### config.mk
export PLATFORM = sky130hd
export DESIGN_NAME = anneal_ram_sched
export DESIGN_NICKNAME = d
export VERILOG_FILES = /design/src/rtl/anneal_pkg.sv /design/src/rtl/anneal_lane_unpack.sv /design/src/rtl/anneal_ram_sched.sv
export SDC_FILE = /design/constraint.sdc
export NUM_CORES = 1
export LEC_CHECK = 0
export CAP_MARGIN = 20
export CORE_MARGIN = 1.5
export CORE_UTILIZATION = 43
export CTS_CLUSTER_DIAMETER = 200
export CTS_CLUSTER_SIZE = 20
export DETAILED_ROUTE_END_ITERATION = 10
export PLACE_DENSITY_LB_ADDON = 0.05
export RECOVER_POWER = 100
export SLEW_MARGIN = 10
export SYNTH_ARGS = -nofsm -noshare
export SYNTH_HDL_FRONTEND = slang
export SYNTH_SLANG_ARGS = --single-unit
export TNS_END_PERCENT = 30
### constraint.sdc
create_clock -name clk -period 4.8 [get_ports clk]
set_clock_uncertainty 0.05 [all_clocks]
set_input_delay 0.72 -clock clk [delete_from_list [all_inputs] [get_ports clk]]
set_output_delay 0.72 -clock clk [all_outputs]
set_load 0.01 [all_outputs]
### src/rtl/anneal_pkg.sv
// Shared constants, FSM state type and lane-extract helper for the coefficient RAM scheduler.
package anneal_pkg;

  localparam int DATA_WIDTH = 16;
  localparam int ADDR_WIDTH = 6;
  localparam int LANES      = 8;
  localparam int LANE_CNT_W = $clog2(LANES);

  typedef enum logic {
    IDLE,
    WRITE
  } state_t;

  function automatic logic [DATA_WIDTH-1:0] lane_extract(
    input logic [DATA_WIDTH*LANES-1:0] word,
    input int unsigned                 idx
  );
    return word[idx*DATA_WIDTH +: DATA_WIDTH];
  endfunction

endpackage

### src/rtl/anneal_lane_unpack.sv
// Parallel-load holding register for one host word; presents the short selected by sel.
// Loads in the handshake cycle, so lane 0 is available on the first WRITE cycle.
module anneal_lane_unpack
  import anneal_pkg::*;
(
  input  logic                        clk,
  input  logic                        reset,
  input  logic                        load,
  input  logic [DATA_WIDTH*LANES-1:0] word,
  input  logic [LANE_CNT_W-1:0]       sel,
  output logic [DATA_WIDTH-1:0]       lane
);

  logic [DATA_WIDTH-1:0] regs [LANES];

  always_ff @(posedge clk or posedge reset) begin
    if (reset) begin
      for (int i = 0; i < LANES; i++) regs[i] <= '0;
    end else if (load) begin
      for (int i = 0; i < LANES; i++) regs[i] <= lane_extract(word, i);
    end
  end

  assign lane = regs[sel];

endmodule

### src/rtl/anneal_ram_sched.sv
// Round-robin owner of the coefficient RAM port: host bursts of LANES shorts vs single DSP reads.
// Host burst occupies LANES cycles after the handshake; DSP read data follows its grant by one cycle.
module anneal_ram_sched #(
  parameter int DATA_WIDTH = anneal_pkg::DATA_WIDTH,
  parameter int ADDR_WIDTH = anneal_pkg::ADDR_WIDTH,
  parameter int LANES      = anneal_pkg::LANES
) (
  input  logic                        clk,
  input  logic                        reset,
  input  logic                        h_valid,
  output logic                        h_ready,
  input  logic [ADDR_WIDTH-1:0]       h_addr,
  input  logic [DATA_WIDTH*LANES-1:0] h_data,
  output logic                        h_done,
  input  logic                        d_req,
  input  logic [ADDR_WIDTH-1:0]       d_addr,
  output logic                        d_gnt,
  output logic                        d_rvalid,
  output logic [DATA_WIDTH-1:0]       d_rdata,
  output logic [ADDR_WIDTH-1:0]       ram_addr,
  output logic [DATA_WIDTH-1:0]       ram_data,
  output logic                        ram_we,
  input  logic [DATA_WIDTH-1:0]       ram_q,
  output logic                        busy
);

  import anneal_pkg::*;

  state_t                  state;
  logic [LANE_CNT_W-1:0]   lane_cnt;
  logic                    last_host;
  logic [ADDR_WIDTH-1:0]   base;
  logic [ADDR_WIDTH-1:0]   addr_hold;
  logic [DATA_WIDTH-1:0]   lane_q;
  logic                    idle;
  logic                    host_win;
  logic                    dsp_win;
  logic                    h_fire;

  assign idle     = (state == IDLE);
  assign host_win = h_valid & (~d_req | ~last_host);
  assign dsp_win  = d_req & ~host_win;
  assign h_ready  = idle & host_win;
  assign d_gnt    = idle & dsp_win;
  assign h_fire   = h_valid & h_ready;
  assign busy     = (state == WRITE);

  anneal_lane_unpack u_unpack (
    .clk   (clk),
    .reset (reset),
    .load  (h_fire),
    .word  (h_data),
    .sel   (lane_cnt),
    .lane  (lane_q)
  );

  // Read address goes straight to the RAM in the grant cycle; its own address register gives the 1-cycle latency.
  always_comb begin
    ram_we   = 1'b0;
    ram_addr = addr_hold;
    ram_data = '0;
    if (state == WRITE) begin
      ram_we   = 1'b1;
      ram_addr = base + ADDR_WIDTH'(lane_cnt);
      ram_data = lane_q;
    end else if (d_gnt) begin
      ram_addr = d_addr;
    end
  end

  assign d_rdata = d_rvalid ? ram_q : '0;

  always_ff @(posedge clk or posedge reset) begin
    if (reset) begin
      state     <= IDLE;
      lane_cnt  <= '0;
      last_host <= 1'b0;
      base      <= '0;
      addr_hold <= '0;
      h_done    <= 1'b0;
      d_rvalid  <= 1'b0;
    end else begin
      h_done    <= 1'b0;
      d_rvalid  <= d_gnt;
      addr_hold <= ram_addr;
      case (state)
        IDLE: begin
          if (h_fire) begin
            base      <= h_addr;
            last_host <= 1'b1;
            lane_cnt  <= '0;
            state     <= WRITE;
          end else if (d_gnt) begin
            last_host <= 1'b0;
          end
        end
        WRITE: begin
          if (lane_cnt == LANE_CNT_W'(LANES - 1)) begin
            lane_cnt <= '0;
            h_done   <= 1'b1;
            state    <= IDLE;
          end else begin
            lane_cnt <= lane_cnt + 1'b1;
          end
        end
        default: state <= IDLE;
      endcase
    end
  end

endmodule

; ---- Yosys cells after proc, flatten, opt, wreduce, memory -nomap -nowiden
; Index checks and enable logic that the tools add are counted.
[word_totals]
ramBits = 0
ff_bits = 147
elab_cells = 52
input_bits = 160
romBits = 0
latch_bits = 0
n_memories = 0
[classes]
n_lt_le_gt_ge = 1
n_mux = 18
bitwise_logic = 11
n_mul = 0
n_shift = 0
addsub = 2
n_reduce_logical = 3
n_eq_ne = 2
div = 0
[op_table]
columns = op, n
row1 = 16-bit 2-to-1 mux, 4
row2 = 16-bit binary-select mux with 3-bit select, 1
row3 = 6-bit 2-to-1 mux, 2
row4 = 1-bit 2-to-1 mux, 7
row5 = 6-bit by 3-bit adder with 6-bit output, 1
row6 = 3-bit 2-to-1 mux, 2
row7 = 3-bit case mux with 2 select lines, 1
row8 = 1-bit AND, 5
row9 = "4-bit greater-or-equal comparator, second input constant", 1
row10 = 1-bit inverter, 4
row11 = 3-bit inverter with 4-bit output, 1
row12 = 2-bit AND reduction, 2
row13 = "3-bit by 1-bit adder with 3-bit output, second input constant", 1
row14 = "3-bit equality test, second input constant", 1
row15 = "2-bit by 1-bit inequality test with 1-bit output, second input constant", 1
row16 = 1-bit case mux with 2 select lines, 1
row17 = 2-bit nonzero test, 1
row18 = 1-bit OR, 1

; ---- Logic depth before layout (Yosys ltp)
; Gate-level depths: netlist of the first run.
[logic_depth]
depth_word = 8
ltp_mapped = 7
ltp_nobuf = 7

; ---- By module
; From an unflattened synthesis of the first run, not the netlist that was laid out.
[hier_totals]
cells_unflattened = 445
hier_area_um2 = 6930.4
[modules_own_cells]
columns = mod, seq_area_each_um2, area_each_um2, instances, cells_per_inst
row1 = anneal_lane_unpack, 3203.1, 5780.5, 1, 329
row2 = anneal_ram_sched, 475.5, 1149.9, 1, 116

; ---- Least setup slack after synthesis of the first run
; OpenSTA, ideal clock, no wires.
[synth_timing]
path_kind = register to output
startpoint = register lane_cnt[0]
endpoint = output ram_addr[4]
path_stages_with_launch = 8
t_required_ns = 4.030
t_arrival_ns = 1.562
path_buffers = 0
setup_slack_ns = 2.468
cell_sequence = dfrtp_1 > ha_1 > inv_1 > fa_1 > nor2b_1 > o21ai_0 > xor2_1 > mux2i_1
[synth_via]
elab_chain_len = 2
[synth_lines]
columns = item, line_no
row1 = from (decl), anneal_ram_sched.sv:30  ; logic [LANE_CNT_W-1:0] lane_cnt;
row2 = from (signal assigned), anneal_ram_sched.sv:103  ; lane_cnt <= lane_cnt + 1'b1;
row3 = 6-bit by 3-bit adder with 6-bit output, anneal_ram_sched.sv:64  ; ram_addr = base + ADDR_WIDTH'(lane_cnt);
row4 = 6-bit 2-to-1 mux, anneal_ram_sched.sv:62  ; if (state == WRITE) begin
row5 = to (decl), anneal_ram_sched.sv:20  ; output logic [ADDR_WIDTH-1:0] ram_addr,
; No other way between the ends.

; ---- Worst setup path in the final report of the first run
[layout_timing]
startpoint = input h_valid
endpoint = output ram_addr[3]
[layout_via]
elab_chain_len = 6
[layout_lines]
columns = item, line_no
row1 = from (decl), anneal_ram_sched.sv:10  ; input logic h_valid,
row2 = 1-bit AND, anneal_ram_sched.sv:41  ; assign host_win = h_valid & (~d_req | ~last_host);
row3 = 1-bit inverter, anneal_ram_sched.sv:42  ; assign dsp_win = d_req & ~host_win;
row4 = 1-bit AND, anneal_ram_sched.sv:42
row5 = 1-bit AND, anneal_ram_sched.sv:44  ; assign d_gnt = idle & dsp_win;
row6 = 6-bit 2-to-1 mux, anneal_ram_sched.sv:66  ; end else if (d_gnt) begin
row7 = 6-bit 2-to-1 mux, anneal_ram_sched.sv:62
; No other way between the ends.

==> results.json, run 1 <==
{
  "seqCellArea_um2": 3680,
  "highest_layer": "met4",
  "cellLeakagePower_nw": 4.05,
  "fill_cells": 1315,
  "wl_met2_um": 7710,
  "grt.total_usage": 0.196,
  "p_int_mw": 4.26,
  "status": "finished with violations",
  "core_area_um2": 15900,
  "io_pins": 204,
  "cts_setup_buffers": 0,
  "antenna_found_initial": 1,
  "num_vias": 4355,
  "synth-seq-cells": 147,
  "first_iter_violations": 173,
  "die_h_um": 131,
  "synth_area_leaders": "dfrtp_1 53%, mux2_2 14%, mux2_4 10%",
  "synth_edf_count": 0,
  "synth_area_per_cell_um2": 16.2,
  "setup_violations": 0,
  "cts_tree": "done",
  "min_from": "u_unpack.regs[85]",
  "post_dp_cell_area_um2": 9120,
  "crit_fanout": 7,
  "hpwl_um": 11100,
  "yosysWarnings": 0,
  "worst_setup_path_end_kind": "output port",
  "failed_checks": "max-capacitance violations, max-slew violations",
  "rsz0062_at_grt": "no",
  "maxCapViolCount": 2,
  "r2r_start": "busy",
  "ir_drop_v": 0.000289,
  "r2r_slack_ns": 1.30,
  "drt-wirelength-per-cell_um": 18.3,
  "max_freq_ghz": 0.242,
  "met3WireLength_um": 1320,
  "r2r.worst_path.cells": 4,
  "die-width_um": 131,
  "hp-class": "reg2reg",
  "drtPass1Iterations": 4,
  "portBuffers": 203,
  "dieArea_um2": 17100,
  "grt_start_max_net_pins": 106,
  "grt_pass1_vias": 4617,
  "clock_latency_ns": 0.41,
  "synth_cell_types": 33,
  "async_flop_share": 1.00,
  "cp.arrival_ns": 3.36,
  "multiInputGateArea_um2": 2880,
  "period_share": 0.861,
  "worstSetupPathType": "in2out",
  "grt_pass1_wl_um": 24600,
  "p_clk_frac": 0.223,
  "cts_num_sinks": 147,
  "drt_wl_total_um": 15800,
  "hold_end": "u_unpack.regs[85]",
  "yosysSeqAreaShare": 0.525,
  "dp.cells": 827,
  "cp.required_ns": 4.03,
  "slew_headroom": -0.498,
  "start_kind": "primary input",
  "nets": 796,
  "cts_made_buffers": 17,
  "tns_ns": 0,
  "reg2reg_to": "u_unpack.regs[40]",
  "syn_to_final_growth_pct": 36.1,
  "synth.top_cell.area_share": 0.525,
  "seqPwrFrac": 0.372,
  "ant_nets": 0,
  "hold_viol_final": 0,
  "antenna_cells": 0,
  "initial_core_util": 0.441,
  "stdcell_count": 859,
  "syn_area_um2": 7000,
  "syn_nets": 599,
  "drive_gt1_frac": 0.227,
  "cts_buffer_depth": 2,
  "power_density_nw_per_um2": 639,
  "worstMarginPinSlew_ns": 2.25,
  "min_period_ns": 4.13,
  "root_buffer": "clkbuf_16",
  "syn_inst": 433,
  "swShare": 0.301,
  "gp_congestion": 0.748,
  "m1WireLength_um": 6590,
  "postCtsHoldBufs": 0,
  "comb_power_share": 0.405,
  "htree_num_levels": 4,
  "drc": 0,
  "synthFlopType": "dfrtp_1",
  "synth.most_common_cell": "dfrtp_1",
  "grt-ovfl-total": 0,
  "row_count": 46,
  "vias_per_cell": 5.07,
  "switchingPower_mw": 1.83,
  "min_delay_path_depth": 1,
  "clk_pin_slew_ns": 0.06,
  "yosys.area.top_type": "dfrtp_1",
  "netlist_top_cells_count": "147 x dfrtp_1, 85 x mux2_2, 48 x mux2_4",
  "slew_violations": 175,
  "cts_resized": 0,
  "final_design_area_no_fill_um2": 9530
}
[state kept, by name, summed over array words and instances, names as in the netlist]
name	count
d_rvalid	1
addr_hold	6
u_unpack.regs	128
base	6
last_host	1
busy	1
lane_cnt	3
h_done	1
[cell families (layout without fill, tap and decap cells)]
logic type	Yosys count	in the layout	synth area share
mux	175	175	0.360
flops	147	147	0.525
simple gates	38	38	0.0306
buf+inv	37	247	0.0388
compound gates	26	26	0.0288
fa+ha+maj	6	6	0.0118
xor+xnor	4	4	0.00501
[how the worst max path moves through the flow]
stage,start,to,cells past startpoint
after detailed placement,h_valid,ram_addr[0],6
after global placement,d_req,u_unpack.regs[99],5
after CTS,lane_cnt[0],ram_data[9],4
after global routing,busy,ram_data[14],3
final,h_valid,ram_addr[3],6
after floorplan,reset,addr_hold[0],1
[power by group through the flow]
stage	Clock (mW)	Combinational (mW)	Sequential, mW
after global routing	1.45	2.68	2.35
after detailed placement	0	2.77	2.30
after floorplan	0	2.01	2.10
after CTS	1.39	2.79	2.28
after global placement	0	2.73	2.26
final	1.36	2.46	2.26
[cells in the final DEF (no fill, tap or decap), types with 9 or more instances in the layout]
master	instances
clkdlybuf4s50_1	159
mux4_2	27
mux2_1	47
mux2_2	85
mux2i_1	10
and2_1	18
dfrtp_1	146
dlygate4sd3_1	44
clkbuf_16	17
a22o_1	16
nand2_1	9
[layer usage]
layer	up-vias	track usage
met3	11	0.0660
met1	2185	0.249
met4	0	0.0524
met5	-	0
li1	1985	-
met2	174	0.324
[per-stage QoR]
step / hold WS, ns / setup slack [ns] / total power [mW] / util
after global routing: 0.460 / 0.484 / 6.48 / 0.600
after detailed placement: 0.439 / 1.37 / 5.07 / 0.574
after floorplan: 0.420 / 0.0787 / 4.12 / -
after global placement: 0.430 / 1.40 / 4.99 / 0.574
after CTS: 0.452 / 1.03 / 6.46 / 0.613
final: 0.440 / 0.669 / 6.09 / 0.600
[layout make-up]
cell class	instances	share of cell area
Sequential cell	147	0.386
Tap cell	216	0.0284
Timing Repair Buffer	208	0.216
Inverter	7	0.00315
Clock buffer	30	0.0582
Multi-Input combinational cell	249	0.302
Clock inverter	2	0.00630
[worst max-delay path, stage by stage]
cell,delay [ns]
dlygate4sd3_1,0.58
inv_1,0.05
o21ai_0,0.92
mux2i_1,0.20
mux2i_1,0.24
dlygate4sd3_1,0.65
Note: power is estimated with default switching activity, not from simulation.
==> inputs of run 2 (changes only) <==
--- a/config.mk
+++ b/config.mk
@@ -6,7 +6,7 @@
 export NUM_CORES = 1
 export LEC_CHECK = 0
 export CAP_MARGIN = 20
-export CORE_MARGIN = 1.5
+export CORE_MARGIN = 3
 export CORE_UTILIZATION = 43
 export CTS_CLUSTER_DIAMETER = 200
 export CTS_CLUSTER_SIZE = 20
==> results.json, run 2 (synthesis results as in run 1) <==
{
  "worst_setup_path_end_kind": "output port",
  "largest_reg_flops": 128,
  "io_pins": 204,
  "grt_pass1_vias": 4804,
  "maxCapViolCount": 2,
  "postCtsHoldBufs": 0,
  "largest-register": "u_unpack.regs",
  "ir_drop_v": 0.000397,
  "drc": 0,
  "syn_to_final_growth_pct": 35.9,
  "top_regs": "u_unpack.regs (128), addr_hold (6), base (6)",
  "die-width_um": 134,
  "post_dp_cell_area_um2": 9130,
  "crit_fanout": 22,
  "tns_ns": 0,
  "grt.total_usage": 0.189,
  "antenna_cells": 0,
  "failed_checks": "max-capacitance violations, max-slew violations",
  "grt_start_max_net_pins": 79,
  "status": "finished with violations",
  "cts_setup_buffers": 0,
  "fin_util": 0.599,
  "rsz0062_at_grt": "no",
  "hold_slack_ns": 0.436,
  "cp.arrival_ns": 3.37,
  "initial_core_util": 0.441,
  "hp-class": "reg2reg",
  "cellLeakagePower_nw": 4.06,
  "max_freq_ghz": 0.242,
  "worstMarginPinSlew_ns": 2.87,
  "start_kind": "flip-flop",
  "grt-ovfl-total": 0,
  "vias_per_cell": 5.05,
  "final_common_cell": "clkdlybuf4s50_1",
  "die_h_um": 134,
  "final_design_area_no_fill_um2": 9510,
  "cts_made_buffers": 17,
  "cts_buffer_depth": 2,
  "final_cell_mix": "163 x clkdlybuf4s50_1, 146 x dfrtp_1, 85 x mux2_2, 46 x mux2_1, 40 x dlygate4sd3_1",
  "antenna_found_initial": 0,
  "cts_tree": "done",
  "gp_congestion": 0.756,
  "slew_violations": 152,
  "hpwl_um": 11600,
  "num_vias": 4338,
  "drt_wl_total_um": 16000,
  "htree_num_levels": 4,
  "worstSetupPathType": "reg2out",
  "power_mw": 6.03,
  "slew_headroom": -0.915,
  "min_period_ns": 4.14,
  "drt-wirelength-per-cell_um": 18.7,
  "period_share": 0.862,
  "clk_pin_slew_ns": 0.06,
  "clock_latency_ns": 0.42,
  "hold_viol_final": 0,
  "grt_pass1_wl_um": 26000,
  "setup_violations": 0,
  "root_buffer": "clkbuf_16",
  "drtPass1Iterations": 4,
  "core_area_um2": 15900,
  "row_count": 46,
  "drive_gt1_frac": 0.233,
  "ant_nets": 0,
  "power_density_nw_per_um2": 633,
  "cp.required_ns": 4.03,
  "dieArea_um2": 17800,
  "portBuffers": 203,
  "nets": 797,
  "first_iter_violations": 207,
  "cts_num_sinks": 147,
  "cts_resized": 0
}
-- run 2: critical path: stages (launching register included) --
cell,delay [ns]
dfrtp_1,1.12
buf_4,0.42
mux4_2,0.53
a22o_1,0.24
dlygate4sd3_1,0.63
-- run 2: where the power goes --
group | leakage [nW] | switching [mW] | internal (mW)
combinational | 2.02 | 0.956 | 1.51
clock | 0.293 | 0.471 | 0.820
sequential | 1.74 | 0.392 | 1.87
-- run 2: final timing paths --
kind | from | endpoint | slack (ns) | depth (start not counted)
worst max-delay path | lane_cnt[2] | ram_data[4] | 0.66 | 4
worst min-delay path | u_unpack.regs[36] | u_unpack.regs[36] | 0.44 | 1
worst max register to register | busy | u_unpack.regs[115] | 1.01 | 5
max in group asynchronous | reset | lane_cnt[0] | 1.14 | 2
worst min register to register | u_unpack.regs[36] | u_unpack.regs[36] | 0.44 | 1
min in group asynchronous | reset | u_unpack.regs[51] | 1.71 | 2
-- run 2: cell type report --
type,instances,area [um^2]
Clock buffer,28,547
Clock inverter,3,40.0
Fill cell,1311,6370
Inverter,7,26.3
Multi-Input combinational cell,249,2880
Sequential cell,147,3680
Tap cell,216,270
Timing Repair Buffer,209,2070
-- run 2: per-stage QoR --
step / std cells / setup WS (ns)
3_5_place_dp: 828 / 1.35
6_report: 859 / 0.662
2_1_floorplan: 433 / 0.0787
3_3_place_gp: 828 / 1.40
4_1_cts: 859 / 0.932
5_1_grt: 859 / 0.422
-- run 2: routing by layer --
| metal | part of all wire | GRT usage |
|---|---|---|
| met1 | 0.41 | 0.241 |
| met2 | 0.49 | 0.304 |
| met3 | 0.082 | 0.0691 |
| met4 | 0.013 | 0.0566 |
| met5 | 0 | 0 |
==> inputs of run 3 (changes only) <==
--- a/config.mk
+++ b/config.mk
@@ -11,7 +11,7 @@
 export CTS_CLUSTER_DIAMETER = 200
 export CTS_CLUSTER_SIZE = 20
 export DETAILED_ROUTE_END_ITERATION = 10
-export PLACE_DENSITY_LB_ADDON = 0.05
+export PLACE_DENSITY = 0.87
 export RECOVER_POWER = 100
 export SLEW_MARGIN = 10
 export SYNTH_ARGS = -nofsm -noshare
==> results.json, run 3 (synthesis results as in run 1) <==
{
  "post_dp_cell_area_um2": 9130,
  "initial_core_util": 0.441,
  "maxCapViolCount": 1,
  "cp.required_ns": 4.03,
  "clock_latency_ns": 0.41,
  "grt_start_max_net_pins": 119,
  "cts_buffer_depth": 2,
  "drive_gt1_frac": 0.235,
  "period_share": 0.859,
  "slew_headroom": -0.987,
  "cts_made_buffers": 17,
  "grt_pass1_wl_um": 27500,
  "die-width_um": 134,
  "slew_violations": 66,
  "grt-ovfl-total": 0,
  "ir_drop_v": 0.000320,
  "tns_ns": 0,
  "io_pins": 204,
  "min_period_ns": 4.12,
  "cellLeakagePower_nw": 4.06,
  "final_common_cell": "clkdlybuf4s50_1",
  "hpwl_um": 12600,
  "dp_slack_ns": 1.30,
  "first_iter_violations": 202,
  "setup_violations": 0,
  "clk_pin_slew_ns": 0.06,
  "grt_pass1_vias": 4814,
  "ant_nets": 0,
  "drtPass1Iterations": 4,
  "hp-class": "reg2reg",
  "postCtsHoldBufs": 0,
  "stdcell_count": 862,
  "syn_to_final_growth_pct": 36.2,
  "drc": 0,
  "worstSetupPathType": "in2out",
  "root_buffer": "clkbuf_16",
  "drt_wl_total_um": 17300,
  "worstMarginPinSlew_ns": 2.96,
  "met1_usage": 0.258,
  "finalWorstSetupSlack_ns": 0.676,
  "top_regs": "u_unpack.regs (128), addr_hold (6), base (6)",
  "largest_reg_flops": 128,
  "failed_checks": "max-capacitance violations, max-slew violations",
  "hold_viol_final": 0,
  "top_usage_layer": "met2",
  "cts_num_sinks": 147,
  "largest-register": "u_unpack.regs",
  "start_kind": "primary input",
  "cts_setup_buffers": 0,
  "cts_resized": 0,
  "die_h_um": 134,
  "htree_num_levels": 4,
  "antenna_cells": 0,
  "power_mw": 6.10,
  "row_count": 46,
  "r2r_start": "busy",
  "grt.total_usage": 0.204,
  "power_density_nw_per_um2": 640,
  "cts_tree": "done",
  "max_freq_ghz": 0.242,
  "use_met3": 0.0578,
  "antenna_found_initial": 0,
  "gp_congestion": 0.795,
  "dieArea_um2": 17800,
  "crit_fanout": 7,
  "drt-wirelength-per-cell_um": 20.1,
  "grt.met2_usage": 0.339,
  "portBuffers": 203,
  "worst_setup_path_end_kind": "output port",
  "cp.arrival_ns": 3.35,
  "rsz0062_at_grt": "no",
  "final_design_area_no_fill_um2": 9540,
  "num_vias": 4434,
  "vias_per_cell": 5.14,
  "min_from": "u_unpack.regs[85]",
  "core_area_um2": 15900,
  "startpoint": "h_valid",
  "nets": 799,
  "final_cell_mix": "159 x clkdlybuf4s50_1, 146 x dfrtp_1, 85 x mux2_2, 46 x mux2_1, 44 x dlygate4sd3_1",
  "dp.cells": 829,
  "status": "finished with violations"
}
[run 3: metal layers]
metal,vias up,part of all wire
li1,2000,-
met1,2260,0.41
met2,154,0.51
met3,20,0.059
met4,0,0.019
met5,-,0
[run 3: through the flow]
step | hold WS (ns) | utilization
finish | 0.434 | 0.600
detailed placement | 0.436 | 0.575
global route | 0.463 | 0.600
floorplan | 0.420 | -
CTS | 0.449 | 0.611
global placement | 0.432 | 0.575
[run 3: layout make-up]
| type | count | area (um^2) |
|---|---|---|
| clock buffers | 22 | 454 |
| clock inverters | 10 | 123 |
| fillers | 1243 | 6350 |
| inverters | 7 | 27.5 |
| multi-input cells | 249 | 2880 |
| flip-flops and latches | 147 | 3680 |
| well taps | 216 | 270 |
| repair buffers | 211 | 2100 |
[run 3: power breakdown]
group          switching [mW]  total, mW  leakage [nW]  internal (mW)
logic                    1.03       2.55          2.05           1.52
registers               0.383       2.26          1.74           1.87
clock network           0.515       1.30         0.272          0.784
[run 3: worst max-delay path: stages]
cell	delay [ns]
clkdlybuf4s50_1	0.50
inv_1	0.06
o21ai_0	0.94
mux2i_1	0.20
o21ai_0	0.28
dlygate4sd3_1	0.66
[run 3: path summary, 6_finish.rpt]
kind	endpoint	cells past startpoint	slack [ns]
max in group asynchronous	u_unpack.regs[80]	3	1.39
min reg2reg	u_unpack.regs[85]	1	0.43
min in group asynchronous	u_unpack.regs[88]	2	1.57
max reg2reg	u_unpack.regs[96]	5	1.11
max	ram_addr[2]	6	0.68
min	u_unpack.regs[85]	1	0.43
